==> config.mk <==
export PLATFORM = sky130hd
export DESIGN_NAME = addsub_arbiter
export DESIGN_NICKNAME = d
export VERILOG_FILES = /design/src/rtl/addsub_arbiter.sv
export SDC_FILE = /design/constraint.sdc
export NUM_CORES = 1
export LEC_CHECK = 0
export ABC_AREA = 1
export CORE_ASPECT_RATIO = 2
export CORE_UTILIZATION = 45
export DETAILED_ROUTE_END_ITERATION = 12
export GPL_ROUTABILITY_DRIVEN = 0
export PLACE_DENSITY = 0.85
export SLEW_MARGIN = 20
export SYNTH_ARGS = -nofsm -noshare
export SYNTH_HDL_FRONTEND = slang
export SYNTH_SLANG_ARGS = --single-unit
==> constraint.sdc <==
create_clock -name clk -period 3.3 [get_ports clk]
set_clock_uncertainty 0.1 [all_clocks]
set_input_delay 0.33 -clock clk [delete_from_list [all_inputs] [get_ports clk]]
set_output_delay 0.33 -clock clk [all_outputs]
set_load 0.02 [all_outputs]
==> src/rtl/addsub_arbiter.sv <==
// Round-robin front end sharing one external addsub datapath between two
// requesters; sequences IDLE -> EXEC -> RESP and counts overflowed results.
module addsub_arbiter #(
   parameter int WIDTH = 8,
   parameter int CNT_W = 8
) (
   input  logic             clk,
   input  logic             rst,
   input  logic             req0_valid,
   output logic             req0_ready,
   input  logic [WIDTH-1:0] req0_a,
   input  logic [WIDTH-1:0] req0_b,
   input  logic             req0_op,
   input  logic             req1_valid,
   output logic             req1_ready,
   input  logic [WIDTH-1:0] req1_a,
   input  logic [WIDTH-1:0] req1_b,
   input  logic             req1_op,
   output logic [WIDTH-1:0] dp_a,
   output logic [WIDTH-1:0] dp_b,
   output logic             dp_addsub,
   input  logic [WIDTH-1:0] dp_s,
   input  logic             dp_cout,
   input  logic             dp_ov,
   output logic             rsp_valid,
   input  logic             rsp_ready,
   output logic             rsp_id,
   output logic [WIDTH-1:0] rsp_s,
   output logic             rsp_cout,
   output logic             rsp_ov,
   output logic [CNT_W-1:0] ov_count,
   output logic             busy
);

   typedef enum logic [1:0] {
      IDLE = 2'd0,
      EXEC = 2'd1,
      RESP = 2'd2
   } state_t;

   state_t           r_state;
   state_t           w_next;
   logic             r_last;
   logic             r_id;
   logic             r_op;
   logic [WIDTH-1:0] r_a;
   logic [WIDTH-1:0] r_b;
   logic [WIDTH-1:0] r_s;
   logic             r_cout;
   logic             r_ov;
   logic [CNT_W-1:0] r_cnt;
   logic             w_g0;
   logic             w_g1;
   logic             w_acc;
   logic             w_sat;

   // Tie goes to the requester that did not win last time.
   always_comb begin
      w_g0   = 1'b0;
      w_g1   = 1'b0;
      w_next = r_state;
      unique case (r_state)
         IDLE: begin
            if (!rst) begin
               if (req0_valid && (!req1_valid || r_last))
                  w_g0 = 1'b1;
               else if (req1_valid)
                  w_g1 = 1'b1;
            end
            if (w_g0 || w_g1)
               w_next = EXEC;
         end
         EXEC: w_next = RESP;
         RESP: begin
            if (rsp_ready)
               w_next = IDLE;
         end
         default: w_next = IDLE;
      endcase
   end

   assign w_acc = w_g0 | w_g1;
   assign w_sat = &r_cnt;

   always_ff @(posedge clk or posedge rst) begin
      if (rst) begin
         r_state <= IDLE;
         r_last  <= 1'b1;
         r_id    <= 1'b0;
         r_op    <= 1'b0;
         r_a     <= '0;
         r_b     <= '0;
      end else begin
         r_state <= w_next;
         if (w_acc) begin
            r_a    <= w_g1 ? req1_a  : req0_a;
            r_b    <= w_g1 ? req1_b  : req0_b;
            r_op   <= w_g1 ? req1_op : req0_op;
            r_id   <= w_g1;
            r_last <= w_g1;
         end
      end
   end

   // Datapath result is only trusted while the operands are in EXEC.
   always_ff @(posedge clk or posedge rst) begin
      if (rst) begin
         r_s    <= '0;
         r_cout <= 1'b0;
         r_ov   <= 1'b0;
         r_cnt  <= '0;
      end else if (r_state == EXEC) begin
         r_s    <= dp_s;
         r_cout <= dp_cout;
         r_ov   <= dp_ov;
         if (dp_ov && !w_sat)
            r_cnt <= r_cnt + 1'b1;
      end
   end

   assign req0_ready = w_g0;
   assign req1_ready = w_g1;
   assign dp_a       = r_a;
   assign dp_b       = r_b;
   assign dp_addsub  = r_op;
   assign rsp_valid  = (r_state == RESP);
   assign rsp_id     = r_id;
   assign rsp_s      = r_s;
   assign rsp_cout   = r_cout;
   assign rsp_ov     = r_ov;
   assign ov_count   = r_cnt;
   assign busy       = (r_state != IDLE);

endmodule

**Word level (Yosys, flattened, before mapping)**

Cells that the tools add are included.

- Bitwise logic cells: 1
- Equal/unequal tests: 4
- Multiplexer cells: 15
- Add/sub/neg operators: 1
- Reductions and logical operators: 11

Operators by type and width:

| kind | count |
|---|---|
| $mux 8 | 2 |
| $mux 1 | 10 |
| $add 8x1->8 const B | 1 |
| $reduce_and 8->1 | 1 |
| $pmux 2 s3 | 1 |
| $mux 2 | 2 |
| $reduce_and 2->1 | 2 |
| $eq 2x1->1 const B | 1 |
| $eq 2x2->1 const B | 1 |
| $logic_and 1x1->1 | 2 |
| $logic_not 1->1 | 2 |
| $logic_not 2->1 | 1 |
| $logic_or 1x1->1 | 2 |
| $ne 2x1->1 const B | 1 |
| $ne 2x2->1 const B | 1 |
| $reduce_bool 2->1 | 1 |
| $or 1x1->1 | 1 |

- Output and inout bits: 40
- Input bits: 49
- Flip-flop bits (word level): 39

**Depth between registers and ports, before layout**

- Word-level depth: 9
- Depth in mapped cells: 9
- Depth with buffers taken out: 8

**Least setup slack after synthesis**

OpenSTA, ideal clock, no wires.

- Path type: input-to-output
- From: input port rst
- To: output port req1_ready
- Slack: 1.195 ns
- Arrival time: 1.675 ns
- Required time: 2.870 ns
- Stages on the path: 7
- Path through: inv_2 nand2_2 nor2_8 nand2_4 buf_6 buf_2 inv_1

- Word-level cells in the longest chain between the ends: 3

RTL lines:

| item | line | source |
|---|---|---|
| start: declaration | 8 | `input logic rst,` |
| $mux 1 | 64 | `if (!rst) begin` |
| $mux 1 (2 in a row) | 62 | `unique case (r_state)` |
| end: declaration | 15 | `output logic req1_ready,` |

Every way passes these cells. The select of a mux whose other input is x is not followed.

**Worst setup path after layout**

- From: input port req1_valid
- To: output port req1_ready

- Word-level cells in the longest chain between the ends: 7

RTL lines:

| item | line | source |
|---|---|---|
| start: declaration | 14 | `input logic req1_valid,` |
| $logic_not 1->1 | 65 | `if (req0_valid && (!req1_valid \|\| r_last))` |
| $logic_or 1x1->1 | 65 |  |
| $logic_and 1x1->1 | 65 |  |
| $mux 1 (*) | 65 |  |
| $mux 1 (*) | 64 |  |
| $mux 1 (*) (2 in a row) | 62 |  |

Mark *: on every way between the ends. The rest lies on a longest branch, timed or not. The select of a mux whose other input is x is not followed.

==> summary.txt <==
Run status
  • Result of the run: complete, no violations

Detailed routing
  • Overall routed net length: 5194 um
  • Highest metal used: met4
  • Routed length on met3: 136 um
  • Met1 wire length: 1888 um
  • Met2 routed WL: 2975 um
  • Initial DRC Count: 39
  • Via count: 2000
  • DR pass1 iterations: 4
  • Wire per inst: 12.95 um
  • Antenna Nets Post-Route: 0
  • DR DRC count: 0
  • Drt via density: 4.988

Clock tree
  • Root Buffer: clkbuf_8
  • TritonCTS clock tree: done
  • Post-CTS Setup Bufs: 0
  • H-tree levels: 2
  • CTS Sinks: 39
  • Clk_lat worst skew: 290 ps
  • Longest Clk Path Bufs: 2
  • Clk pin slew, worst setup/hold paths: 70 ps
  • Post-CTS Resized: 0
  • TritonCTS Buffers: 5
  • Hold bufs inserted after CTS: 0

Synthesis
  • Synth Area per Inst: 7.950 sq um
  • Register bit count reported by yosys: 39
  • Top post-synthesis cells by area: dfrtp_1, nand3_1, nand2_1, inv_1, mux2_2
  • Synth Instances: 257
  • Cell variety after synth: 20
  • Ys async rst share: 100.0%
  • Register area share after synthesis: 47.83%
  • Post-synthesis cell area: 0.002043 sq mm
  • Number of synthesized flops with an enable pin: 0
  • Top-area cell type share of the netlist area: 46.54%
  • Net Count, Synth: 307
  • Synth warnings: 0
  • Top_reg_cell synth: dfrtp_1
  • Synth area leader: dfrtp_1

Floorplanning
  • Die Wd: 49.65 um
  • Die area: 0.004830 sq mm
  • Die Y: 97.29 um
  • Ports: 89
  • Rows: 34
  • Starting Density: 47.09%
  • Core footprint: 0.004339 sq mm

Global routing
  • Initial antenna violation count: 0
  • First-pass GRT wire length: 8763 um
  • GRT overflow: 0
  • Vias in the first global route: 1942
  • GR Util All Layers: 23.55%
  • Largest net degree at the start of global routing: 40

STA
  • WHS: 400.3 ps
  • Endpoints failing hold: 0
  • Final Cycle Share: 71.57%
  • RSZ-0062 raised after global routing: false
  • Min Tclk post-route: 2362 ps
  • Setup TNS: 0 ps
  • Final WS setup: 938.3 ps
  • Relative slew slack: 66.46%
  • Worst slew pin tran: 503.2 ps
  • # setup viols final: 0
  • Final Slew Violations: 0
  • FMAX: 0.4234 GHz

Job
  • Max cap viols: 0

Worst setup path
  • Critical path's slowest cell: clkdlybuf4s50_1
  • Startpoint class of the critical path: input port
  • Crit path cell chain: clkdlybuf4s50_1 -> nand2_2 -> nor2_8 -> nand2_4 -> inv_1 -> clkdlybuf4s50_1
  • Max incr delay on CP: 590 ps
  • WP buf/inv: 3
  • CP top delay family: buffers and inverters
  • Crit path top cell by count: clkdlybuf4s50_1
  • Critical Path End Type: output port
  • CP Max Fanout: 18
  • Critical Path AT: 1930 ps
  • Critical path required time: 2870 ps
  • Critical path class: input port to output port

Pwr
  • LEAKAGE: 1.575 nW
  • Switch share: 38.48%
  • Clock group share of total power: 16.6%
  • Switching pwr: 0.9492 mW
  • Sequential power share: 33.2%
  • Power Density: 804.4 mW/mm^2
  • Internal power: 1.518 mW
  • Max IR drop VDD: 0.5361 mV
  • Combinational Power Share: 50.2%

Layout
  • Commonest non-fill, non-tap cell in the layout: clkdlybuf4s50_1
  • Most frequent cells in the layout: clkdlybuf4s50_1, nand2_1, nand3_1
  • ANT cells: 0
  • Post-Layout Cell Count: 401
  • Area growth syn-to-layout: 50.09%
  • Area of all placed cells without fillers: 0.003067 sq mm
  • Final net count: 396
  • Layout cell share with drive strength beyond 1: 9.798%

Placed design
  • Dpl cell area: 0.002949 sq mm
  • Placed Cells: 393
  • DP Wirelength: 3812 um
  • IO Port Bufs: 88
  • DP Worst Slack: 943.3 ps

Worst hold path
  • Hold Path Class: flop to flop
through the flow:
step,utilization (%),total power [mW]
detailed placement,67.96,2.064
global route,70.67,2.599
floorplan,-,1.482
finish,70.67,2.467
CTS,70.67,2.484
global placement,67.96,2.024
final cells by class:
type	count	area, sq um
Fill cell	368	1272
Sequential cell	39	977.2
Timing Repair Buffer	92	910.9
Multi-Input combinational cell	158	805.8
Inverter	50	187.7
Clock buffer	6	82.58
Tap cell	54	67.56
Clock inverter	2	35.03
cell usage after synthesis (2+ instances only):
master   instances
xnor2_1          2
buf_6            2
nand3_1         56
o21ai_0          5
nand2_2          6
buf_2            4
nor2_1           7
mux2_2           9
nand2_1         67
inv_1           46
buf_4            4
inv_2            4
dfrtp_1         38
path summary, 6_finish.rpt:
| check | startpoint | to | slack [ps] | cells after the start |
|---|---|---|---|---|
| max in group asynchronous | rst | r_last$_DFFE_PP1P_ | 2290 | 3 |
| hold / removal | rsp_ov$_DFFE_PP0P_ | rsp_ov$_DFFE_PP0P_ | 400 | 2 |
| setup / recovery | req1_valid | req1_ready | 940 | 6 |
| min in group asynchronous | rst | ov_count[4]$_DFFE_PP0P_ | 450 | 3 |
| setup reg to reg | r_last$_DFFE_PP1P_ | dp_b[0]$_DFFE_PP0P_ | 1390 | 8 |
| hold reg to reg | rsp_ov$_DFFE_PP0P_ | rsp_ov$_DFFE_PP0P_ | 400 | 2 |
power groups by stage:
stage	Combinational [mW]	Clock [mW]	Sequential, mW
after floorplan	0.434	0	1.05
after global placement	1.21	0	0.815
after detailed placement	1.24	0	0.821
after CTS	1.25	0.420	0.818
after global routing	1.32	0.435	0.846
final	1.24	0.409	0.819
metal layers:
layer  global-route usage [%]  up-vias
met5                        0        -
met4                    12.75        0
li1                         -      969
met3                    2.817       16
met2                    43.14       65
met1                    24.90      950
worst reg2reg max path, delay by kind of cell (launching register included):
family / cells / cell delay, ps
DFF: 1 / 520
buffers and inverters: 2 / 380
and+or+nand+nor: 6 / 800
state kept, by name (all words and copies together) (netlist names):
| name | cells |
|---|---|
| r_last | 1 |
| dp_b | 8 |
| dp_a | 8 |
| rsp_s | 8 |
| rsp_ov | 1 |
| r_state | 2 |
| dp_addsub | 1 |
| rsp_id | 1 |
| ov_count | 8 |
| rsp_cout | 1 |
cells by family (layout without fill, tap and decap cells):
kind of cell / after synthesis / in the layout / share of synthesized area [%]
simple gates: 140 / 140 / 31.35
xor+xnor: 3 / 3 / 1.286
fa+ha+maj: 1 / 1 / 0.6123
flops: 39 / 39 / 47.83
buf+inv: 60 / 150 / 12.74
compound gates: 5 / 5 / 1.225
mux: 9 / 9 / 4.960
Power figures use the tool's default switching activity.
